<file path="src/rtl/pick_pkg.sv">
// Shared types and default constants for the pick burst extractor.
// State encoding is common to the top and the header detector.
package pick_pkg;

  typedef enum logic [2:0] {
    IDLE  = 3'd0,
    HUNT  = 3'd1,
    SYNC1 = 3'd2,
    SYNC2 = 3'd3,
    PASS  = 3'd4
  } pick_state_e;

  localparam int          PICK_DATA_W    = 16;
  localparam logic [15:0] PICK_SYNC_WORD = 16'hFFFF;
  localparam logic [15:0] PICK_MARK_WORD = 16'hAAAA;
  localparam int          PICK_BURST_LEN = 16;

  // One extra bit so the counter can represent BURST_LEN itself without wrapping.
  function automatic int pickCntWidth(input int burstLen);
    return $clog2(burstLen) + 1;
  endfunction

endpackage

</file>
<file path="src/rtl/pick_hdr_det.sv">
// Header detector: next-state logic for HUNT/SYNC1/SYNC2, pulsing hdrFound
// on the marker word that completes a valid sync-sync-marker header.
module pick_hdr_det
  import pick_pkg::*;
#(
  parameter int                 DATA_W    = PICK_DATA_W,
  parameter logic [DATA_W-1:0]  SYNC_WORD = DATA_W'(PICK_SYNC_WORD),
  parameter logic [DATA_W-1:0]  MARK_WORD = DATA_W'(PICK_MARK_WORD)
) (
  input  pick_state_e        state_i,
  input  logic               go_i,
  input  logic [DATA_W-1:0]  din_i,
  output pick_state_e        next_o,
  output logic               hdrFound_o
);

  // Dropping GO anywhere in the header search abandons it before the word is considered.
  always_comb begin
    next_o     = state_i;
    hdrFound_o = 1'b0;
    case (state_i)
      HUNT: begin
        if (!go_i)                   next_o = IDLE;
        else if (din_i == SYNC_WORD) next_o = SYNC1;
      end
      SYNC1: begin
        if (!go_i)                   next_o = IDLE;
        else if (din_i == SYNC_WORD) next_o = SYNC2;
        else                         next_o = HUNT;
      end
      SYNC2: begin
        if (!go_i) begin
          next_o = IDLE;
        end else if (din_i == MARK_WORD) begin
          next_o     = PASS;
          hdrFound_o = 1'b1;
        end else if (din_i != SYNC_WORD) begin
          next_o = HUNT;
        end
      end
      default: next_o = state_i;
    endcase
  end

endmodule

</file>
<file path="src/rtl/pick.sv">
// pick: extracts BURST_LEN-word payloads following a SYNC,SYNC,MARK header.
// Define PICK_ASSERT_EN to compile in the SVA protocol checks.
module pick
  import pick_pkg::*;
#(
  parameter int                 DATA_W    = PICK_DATA_W,
  parameter logic [DATA_W-1:0]  SYNC_WORD = DATA_W'(PICK_SYNC_WORD),
  parameter logic [DATA_W-1:0]  MARK_WORD = DATA_W'(PICK_MARK_WORD),
  parameter int                 BURST_LEN = PICK_BURST_LEN
) (
  input  logic               CLK,
  input  logic               RST_N,
  input  logic               GO,
  input  logic [DATA_W-1:0]  DIN,
  output logic               PUSH,
  output logic [DATA_W-1:0]  PIXEL_DATA
);

  localparam int CNT_W = pickCntWidth(BURST_LEN);
  localparam logic [CNT_W-1:0] LAST_CNT = CNT_W'(BURST_LEN - 1);

  pick_state_e        state_q, state_d;
  pick_state_e        hdrNext;
  logic               hdrFound;
  logic [CNT_W-1:0]   count_q, count_d;
  logic               push_q, push_d;
  logic [DATA_W-1:0]  pixel_q, pixel_d;

  pick_hdr_det #(
    .DATA_W    (DATA_W),
    .SYNC_WORD (SYNC_WORD),
    .MARK_WORD (MARK_WORD)
  ) u_hdr_det (
    .state_i    (state_q),
    .go_i       (GO),
    .din_i      (DIN),
    .next_o     (hdrNext),
    .hdrFound_o (hdrFound)
  );

  // PASS captures every word unconditionally, so header-like payload words are just data
  // and GO is only consulted once the final word has been taken.
  always_comb begin
    state_d = state_q;
    count_d = count_q;
    push_d  = 1'b0;
    pixel_d = pixel_q;
    case (state_q)
      IDLE: begin
        if (GO) state_d = HUNT;
      end
      PASS: begin
        push_d  = 1'b1;
        pixel_d = DIN;
        if (count_q == LAST_CNT) begin
          count_d = '0;
          state_d = GO ? HUNT : IDLE;
        end else begin
          count_d = count_q + CNT_W'(1);
        end
      end
      default: begin
        state_d = hdrNext;
        if (hdrFound) count_d = '0;
      end
    endcase
  end

  always_ff @(posedge CLK or negedge RST_N) begin
    if (!RST_N) begin
      state_q <= IDLE;
      count_q <= '0;
      push_q  <= 1'b0;
      pixel_q <= '0;
    end else begin
      state_q <= state_d;
      count_q <= count_d;
      push_q  <= push_d;
      pixel_q <= pixel_d;
    end
  end

  assign PUSH       = push_q;
  assign PIXEL_DATA = pixel_q;

`ifdef PICK_ASSERT_EN
  int runLen_q;

  always_ff @(posedge CLK or negedge RST_N) begin
    if (!RST_N)    runLen_q <= 0;
    else if (PUSH) runLen_q <= runLen_q + 1;
    else           runLen_q <= 0;
  end

  a_push_run_bounded: assert property (@(posedge CLK) disable iff (!RST_N)
    runLen_q <= BURST_LEN);

  a_push_after_pass: assert property (@(posedge CLK) disable iff (!RST_N)
    PUSH |-> $past(state_q == PASS));

  a_state_legal: assert property (@(posedge CLK)
    state_q inside {IDLE, HUNT, SYNC1, SYNC2, PASS});

  a_reset_values: assert property (@(posedge CLK)
    !RST_N |-> (state_q == IDLE && count_q == '0 && !PUSH && PIXEL_DATA == '0));
`endif

endmodule

</file>
<file path="config.mk">
export PLATFORM = sky130hd
export DESIGN_NAME = pick
export DESIGN_NICKNAME = d
export VERILOG_FILES = /design/src/rtl/pick_pkg.sv /design/src/rtl/pick_hdr_det.sv /design/src/rtl/pick.sv
export SDC_FILE = /design/constraint.sdc
export NUM_CORES = 1
export LEC_CHECK = 0
export ABC_AREA = 1
export BUFFER_PORTS_ARGS = -buffer_cell sky130_fd_sc_hd__buf_2
export CORE_MARGIN = 4
export CORE_UTILIZATION = 45
export DETAILED_ROUTE_END_ITERATION = 12
export PLACE_DENSITY = 0.67
export SYNTH_ARGS = -nofsm -noshare
export SYNTH_HDL_FRONTEND = slang
export SYNTH_HIERARCHICAL = 1
export SYNTH_SLANG_ARGS = --single-unit
export TNS_END_PERCENT = 1
</file>
<file path="constraint.sdc">
create_clock -name CLK -period 2.48 [get_ports CLK]
set_input_delay 0.744 -clock CLK [delete_from_list [all_inputs] [get_ports CLK]]
set_output_delay 0.744 -clock CLK [all_outputs]
set_load 0.005 [all_outputs]
</file>
==> metrics.csv, run 1 <==
stage,metric,value,unit
logic_synthesis,syn_inst,178,
logic_synthesis,ys_warn_count,6,
timing,fmax,627,MHz
worst_setup_path,path_class,reg2out,
clock_tree,cts_root_buf,clkbuf_4,
clock_tree,cts_buffers,3,
routing,ant_nets,0,
grt,grtUsageMet2,28.1,%
logic_synthesis,syn_nets,198,
logic_synthesis,synth_edf_count,0,
routing,wl_per_cell,11.1,µm
placed_design,io_buffers,35,
floorplan,boundaryPins,36,
logic_synthesis,synthTopCellsByArea,"dfrtp_1 (48%), nand2_1 (25%), nor2_1 (5.5%)",
run,max-cap-violations,0,
layout,fin_area,1510,µm²
clock_tree,clockBufferDepth,2,
grt,grt_first_pass_wirelength,4.67,mm
clock_tree,cts_hold_buf,0,
layout,final_util,54.8,%
grt,grt.overflow.total,0,
worst_setup_path,crit_chain,buf_2,
layout,layout-area-overhead-vs-synth,16.6,%
routing,wirelength,2.72,mm
layout,finalNetCount,235,
power_and_ir_drop,irDropWorstVdd,0.243,mV
logic_synthesis,yosysSeqAreaShare,48.3,%
timing,hold_viol,0,
logic_synthesis,async_flop_share,100,%
routing,drc,0,
floorplan,die_y,61.7,µm
grt,grt_max_degree,26,
placed_design,placed_area,1480,µm²
timing,relSlewSlack,63.3,%
logic_synthesis,synth_area,1300,µm²
power_and_ir_drop,power,626,µW
worst_setup_path,cp_num_buf_inv,1,
worst_setup_path,cpMaxStageDelayCell,dfrtp_1,
power_and_ir_drop,leakage,0.000789,µW
worst_hold_path,hp-class,in2async,
clock_tree,clk_pin_slew,0.14,ns
worst_setup_path,cp-start-kind,register,
logic_synthesis,ys_types,20,
logic_synthesis,synth_commonest_cells,"nand2_1 (87), dfrtp_1 (25), nor2_1 (19)",
grt,grt_busiest_layer,met2,
worst_setup_path,critical_path.max_fanout,2,
timing,setup_viol,0,
worst_setup_path,crit_family,flip-flops,
layout,fillers,267,
clock_tree,htree_levels,1,
grt,grtUsageTotal,16.1,%
clock_tree,cts_sinks,25,
routing,dr.first_iter.drc_count,27,
logic_synthesis,synth-seq-cells,25,
grt,grt_pass1_vias,1136,
grt,antenna_found_initial,0,
logic_synthesis,synth_top_area_share,48.3,%
floorplan,start_util,47.0,%
worst_setup_path,cpPeakStageDelay,0.41,ns
power_and_ir_drop,p_per_area,414,nW/µm²
layout,drive_above_1_share,21.5,%
placed_design,place_congestion,0.843,
floorplan,dieArea,3800,µm²
worst_setup_path,required,1.74,ns
logic_synthesis,syn_area_per_cell,7.28,µm²
status,status,"complete, no violations",
floorplan,fp.coreArea,2760,µm²
routing,routed-via-count,1183,
placed_design,hpwl,2.08,mm
timing,fin_crit_sh,64.4,%
layout,num_antenna_cells,0,
clock_tree,post_cts_buffers,0,
grt,met3_usage,2.94,%
floorplan,rows,19,
routing,viasPerCell,4.83,
routing,firstDrtPassIters,5,
logic_synthesis,synth_top_area_cell,dfrtp_1,
logic_synthesis,synth_ff_type,dfrtp_1,
worst_setup_path,end_kind,primary output,
clock_tree,cts_resized,0,
clock_tree,cts_tree,built,
worst_setup_path,cp.arrival,0.85,ns
timing,report.final.slew_viol_count,0,
timing,worst_pin_slew,0.550,ns
clock_tree,clkLatencyLatePin,0.31,ns
timing,rsz0062_at_grt,false,
timing,finalSetupTns,0,ns
timing,min_period,1.60,ns
floorplan,fp.dieW,61.7,µm
timing,clock_skew,0.00294,ns
logic_synthesis,synth.most_common_cell,nand2_1,
grt,met1_usage,20.0,%
## routing by layer
metal | vias to the layer above | part of all wire (%) | routed length (µm)
met5 | - | 0 | 0
met4 | 0 | 0.74 | 20
met3 | 2 | 4.6 | 125
met2 | 25 | 49 | 1340
met1 | 533 | 45 | 1230
li1 | 623 | - | -
## sequential cells by signal, summed over array words and instances, names as in the netlist
signal,count
state_q,3
count_q,5
PUSH,1
PIXEL_DATA,16
## cell usage in the layout (no fill, tap or decap), drive strengths merged, types with 3 or more instances in the layout
cell type / count
nor2: 21
o21ai: 5
clkbuf: 3
dfrtp: 25
nand4: 4
nand3: 9
buf: 35
nand2: 88
inv: 17
## kinds of logic (layout without fill, tap and decap cells)
group	count (synthesis)	after routing	share of synthesized area [%]
AO/OA/AOI/OAI	6	6	2.51
flip-flops	25	25	48.3
buffers and inverters	20	56	7.34
XOR/XNOR	1	1	0.676
adder cells (fa/ha/maj)	1	1	0.965
AND/OR/NAND/NOR	125	125	40.3
## cell type report
class	instances	area, µm²	area share [%]
Clock buffer	3	22.5	1.49
Multi-Input combinational cell	133	576	38.1
Sequential cell	25	626	41.4
Inverter	17	68.8	4.55
Timing Repair Buffer	35	175	11.6
Clock inverter	1	5.00	0.331
Tap cell	31	38.8	2.57
## stage by stage
| stage | hold slack, ns | instances | setup slack [ns] |
|---|---|---|---|
| 2_1_floorplan | 0.448 | 178 | 0.905 |
| 3_3_place_gp | 0.458 | 241 | 0.683 |
| 3_5_place_dp | 0.461 | 241 | 0.640 |
| 4_1_cts | 0.414 | 245 | 0.871 |
| 5_1_grt | 0.427 | 245 | 0.789 |
| 6_report | 0.398 | 245 | 0.884 |
## final timing paths
check / depth (start not counted) / startpoint / slack [ns] / end
worst max-delay path: 1 / PIXEL_DATA[6] / 0.88 / PIXEL_DATA[6]
worst min register to register: 2 / PIXEL_DATA[13] / 0.50 / PIXEL_DATA[13]
min in group CLK: 2 / PIXEL_DATA[13] / 0.50 / PIXEL_DATA[13]
max in group asynchronous: 1 / RST_N / 1.72 / PIXEL_DATA[9]
worst max register to register: 8 / state_q[2] / 0.95 / count_q[2]
worst min-delay path: 1 / RST_N / 0.40 / count_q[3]
## power breakdown
group          internal, µW  total (µW)  switching (µW)
clock network          60.2         179             119
registers               408         408               0
logic                  14.4        39.8            25.4
total                   482         626             144
(Power assumes the default switching activity.)
==> inputs of run 2 (changes only) <==
Settings changed: PLACE_DENSITY 0.67 to 0.7.
Clock period 2.48 ns to 1.4 ns, I/O delays scaled along.
==> metrics.csv, run 2 (synthesis results as in run 1) <==
stage,metric,value,unit
worst_setup_path,cp.arrival,1.58,ns
layout,largest_reg_flops,16,
timing,report.final.slew_viol_count,0,
placed_design,dp.cells,252,
placed_design,place_congestion,0.774,
floorplan,dieArea,3800,µm²
timing,setup_viol,0,
routing,firstDrtPassIters,4,
routing,wirelength,3.02,mm
grt,grt_max_degree,26,
status,status,"complete, no violations",
layout,instances_no_fill,258,
worst_hold_path,hp-class,in2async,
grt,grtUsageTotal,17.8,%
grt,antenna_found_initial,0,
power_and_ir_drop,leakage,0.000856,µW
timing,relSlewSlack,62.5,%
worst_setup_path,ff2ff_path_depth,6,
routing,routed-via-count,1243,
clock_tree,cts_root_buf,clkbuf_4,
power_and_ir_drop,irDropWorstVdd,0.574,mV
layout,num_antenna_cells,0,
grt,grt_first_pass_wirelength,5.07,mm
worst_setup_path,reg2reg_to,count_q[1],
floorplan,fp.coreArea,2760,µm²
power_and_ir_drop,p_per_area,690,nW/µm²
floorplan,fp.dieW,61.7,µm
worst_setup_path,path_class,reg2reg,
floorplan,start_util,47.0,%
routing,viasPerCell,4.82,
worst_setup_path,r2r_slack,0.05,ns
clock_tree,clkLatencyLatePin,0.31,ns
layout,drive_above_1_share,26.9,%
floorplan,die_y,61.7,µm
timing,worst_pin_slew,0.562,ns
timing,setup_slack,0.0457,ns
grt,grt_pass1_vias,1182,
routing,wl_per_cell,11.7,µm
routing,dr.first_iter.drc_count,67,
clock_tree,cts_tree,built,
timing,min_period,1.35,ns
clock_tree,clockBufferDepth,2,
grt,grt.overflow.total,0,
layout,mostFrequentLayoutCells,"nand2_1 (87), buf_2 (35), dfrtp_1 (24), nor2_1 (19), inv_1 (14)",
placed_design,dp_slack,-0.0896,ns
clock_tree,cts_hold_buf,0,
run,max-cap-violations,0,
placed_design,io_buffers,35,
clock_tree,htree_levels,1,
timing,rsz0062_at_grt,true,
routing,drc,0,
layout,layout_commonest_cell,nand2_1,
placed_design,hpwl,2.28,mm
clock_tree,cts_buffers,3,
timing,fmax,738,MHz
layout,layout-area-overhead-vs-synth,26.5,%
worst_setup_path,critical_path.max_fanout,15,
worst_setup_path,required,1.62,ns
worst_setup_path,cp-start-kind,register,
clock_tree,clk_pin_slew,0.14,ns
layout,finalNetCount,248,
clock_tree,cts_sinks,25,
timing,fin_crit_sh,96.7,%
timing,clock_skew,0.000667,ns
floorplan,boundaryPins,36,
layout,fin_area,1640,µm²
timing,hold_viol,0,
floorplan,rows,19,
placed_design,placed_area,1570,µm²
worst_setup_path,end_kind,register,
routing,ant_nets,0,
worst_setup_path,worstReg2RegStart,state_q[1],
[run 2: how the worst max path moves through the flow]
stage | slack [ns] | to | startpoint
after floorplan | 0.07 | count_q[2] | state_q[2]
after global placement | -0.05 | count_q[2] | DIN[4]
after detailed placement | -0.09 | count_q[2] | DIN[4]
after CTS | 0.01 | count_q[2] | state_q[0]
after global routing | -0.05 | state_q[0] | state_q[1]
final | 0.05 | count_q[1] | state_q[1]
[run 2: through the flow]
step | power (µW) | util, % | hold WS, ns | TNS (ns)
4_1_cts | 1150 | 57.8 | 0.0815 | 0
2_1_floorplan | 754 | - | 0.124 | 0
6_report | 1130 | 59.5 | 0.0707 | 0
3_5_place_dp | 820 | 56.8 | 0.451 | -0.437
3_3_place_gp | 818 | 56.8 | 0.430 | -0.162
5_1_grt | 1200 | 59.5 | 0.0898 | -0.0651
[run 2: worst max-delay path, stage by stage (launching register included)]
cell	delay, ns
dfrtp_2	0.47
buf_6	0.14
nor2_4	0.18
nand2_8	0.13
buf_4	0.20
nand3_1	0.08
nand2_1	0.06
[run 2: report_power, final]
part	internal (µW)	switching, µW
combinational	35.7	47.7
sequential	722	0
clock	107	219
[run 2: repair_timing]
action / 4_1_cts / 5_1_grt
buffers inserted: 0 / 2
resized for setup: 0 / 7
endpoints found under the setup margin: 0 / 7
[run 2: metal layers]
metal  vias to the layer above  share of wire (%)  track usage [%]
met5                         -                  0                0
met4                         0               0.96             6.97
met1                       565                 45             22.1
met3                         4                3.7             2.10
met2                        28                 50             31.4
li1                        646                  -                -
[run 2: final cells by class]
cell class | count | area, µm²
timing repair buffer | 48 | 277
inverter | 17 | 68.8
tap | 31 | 38.8
clock buffer | 3 | 22.5
sequential | 25 | 627
multi-input combinational | 133 | 602
clock inverter | 1 | 5.00
fill | 249 | 1120
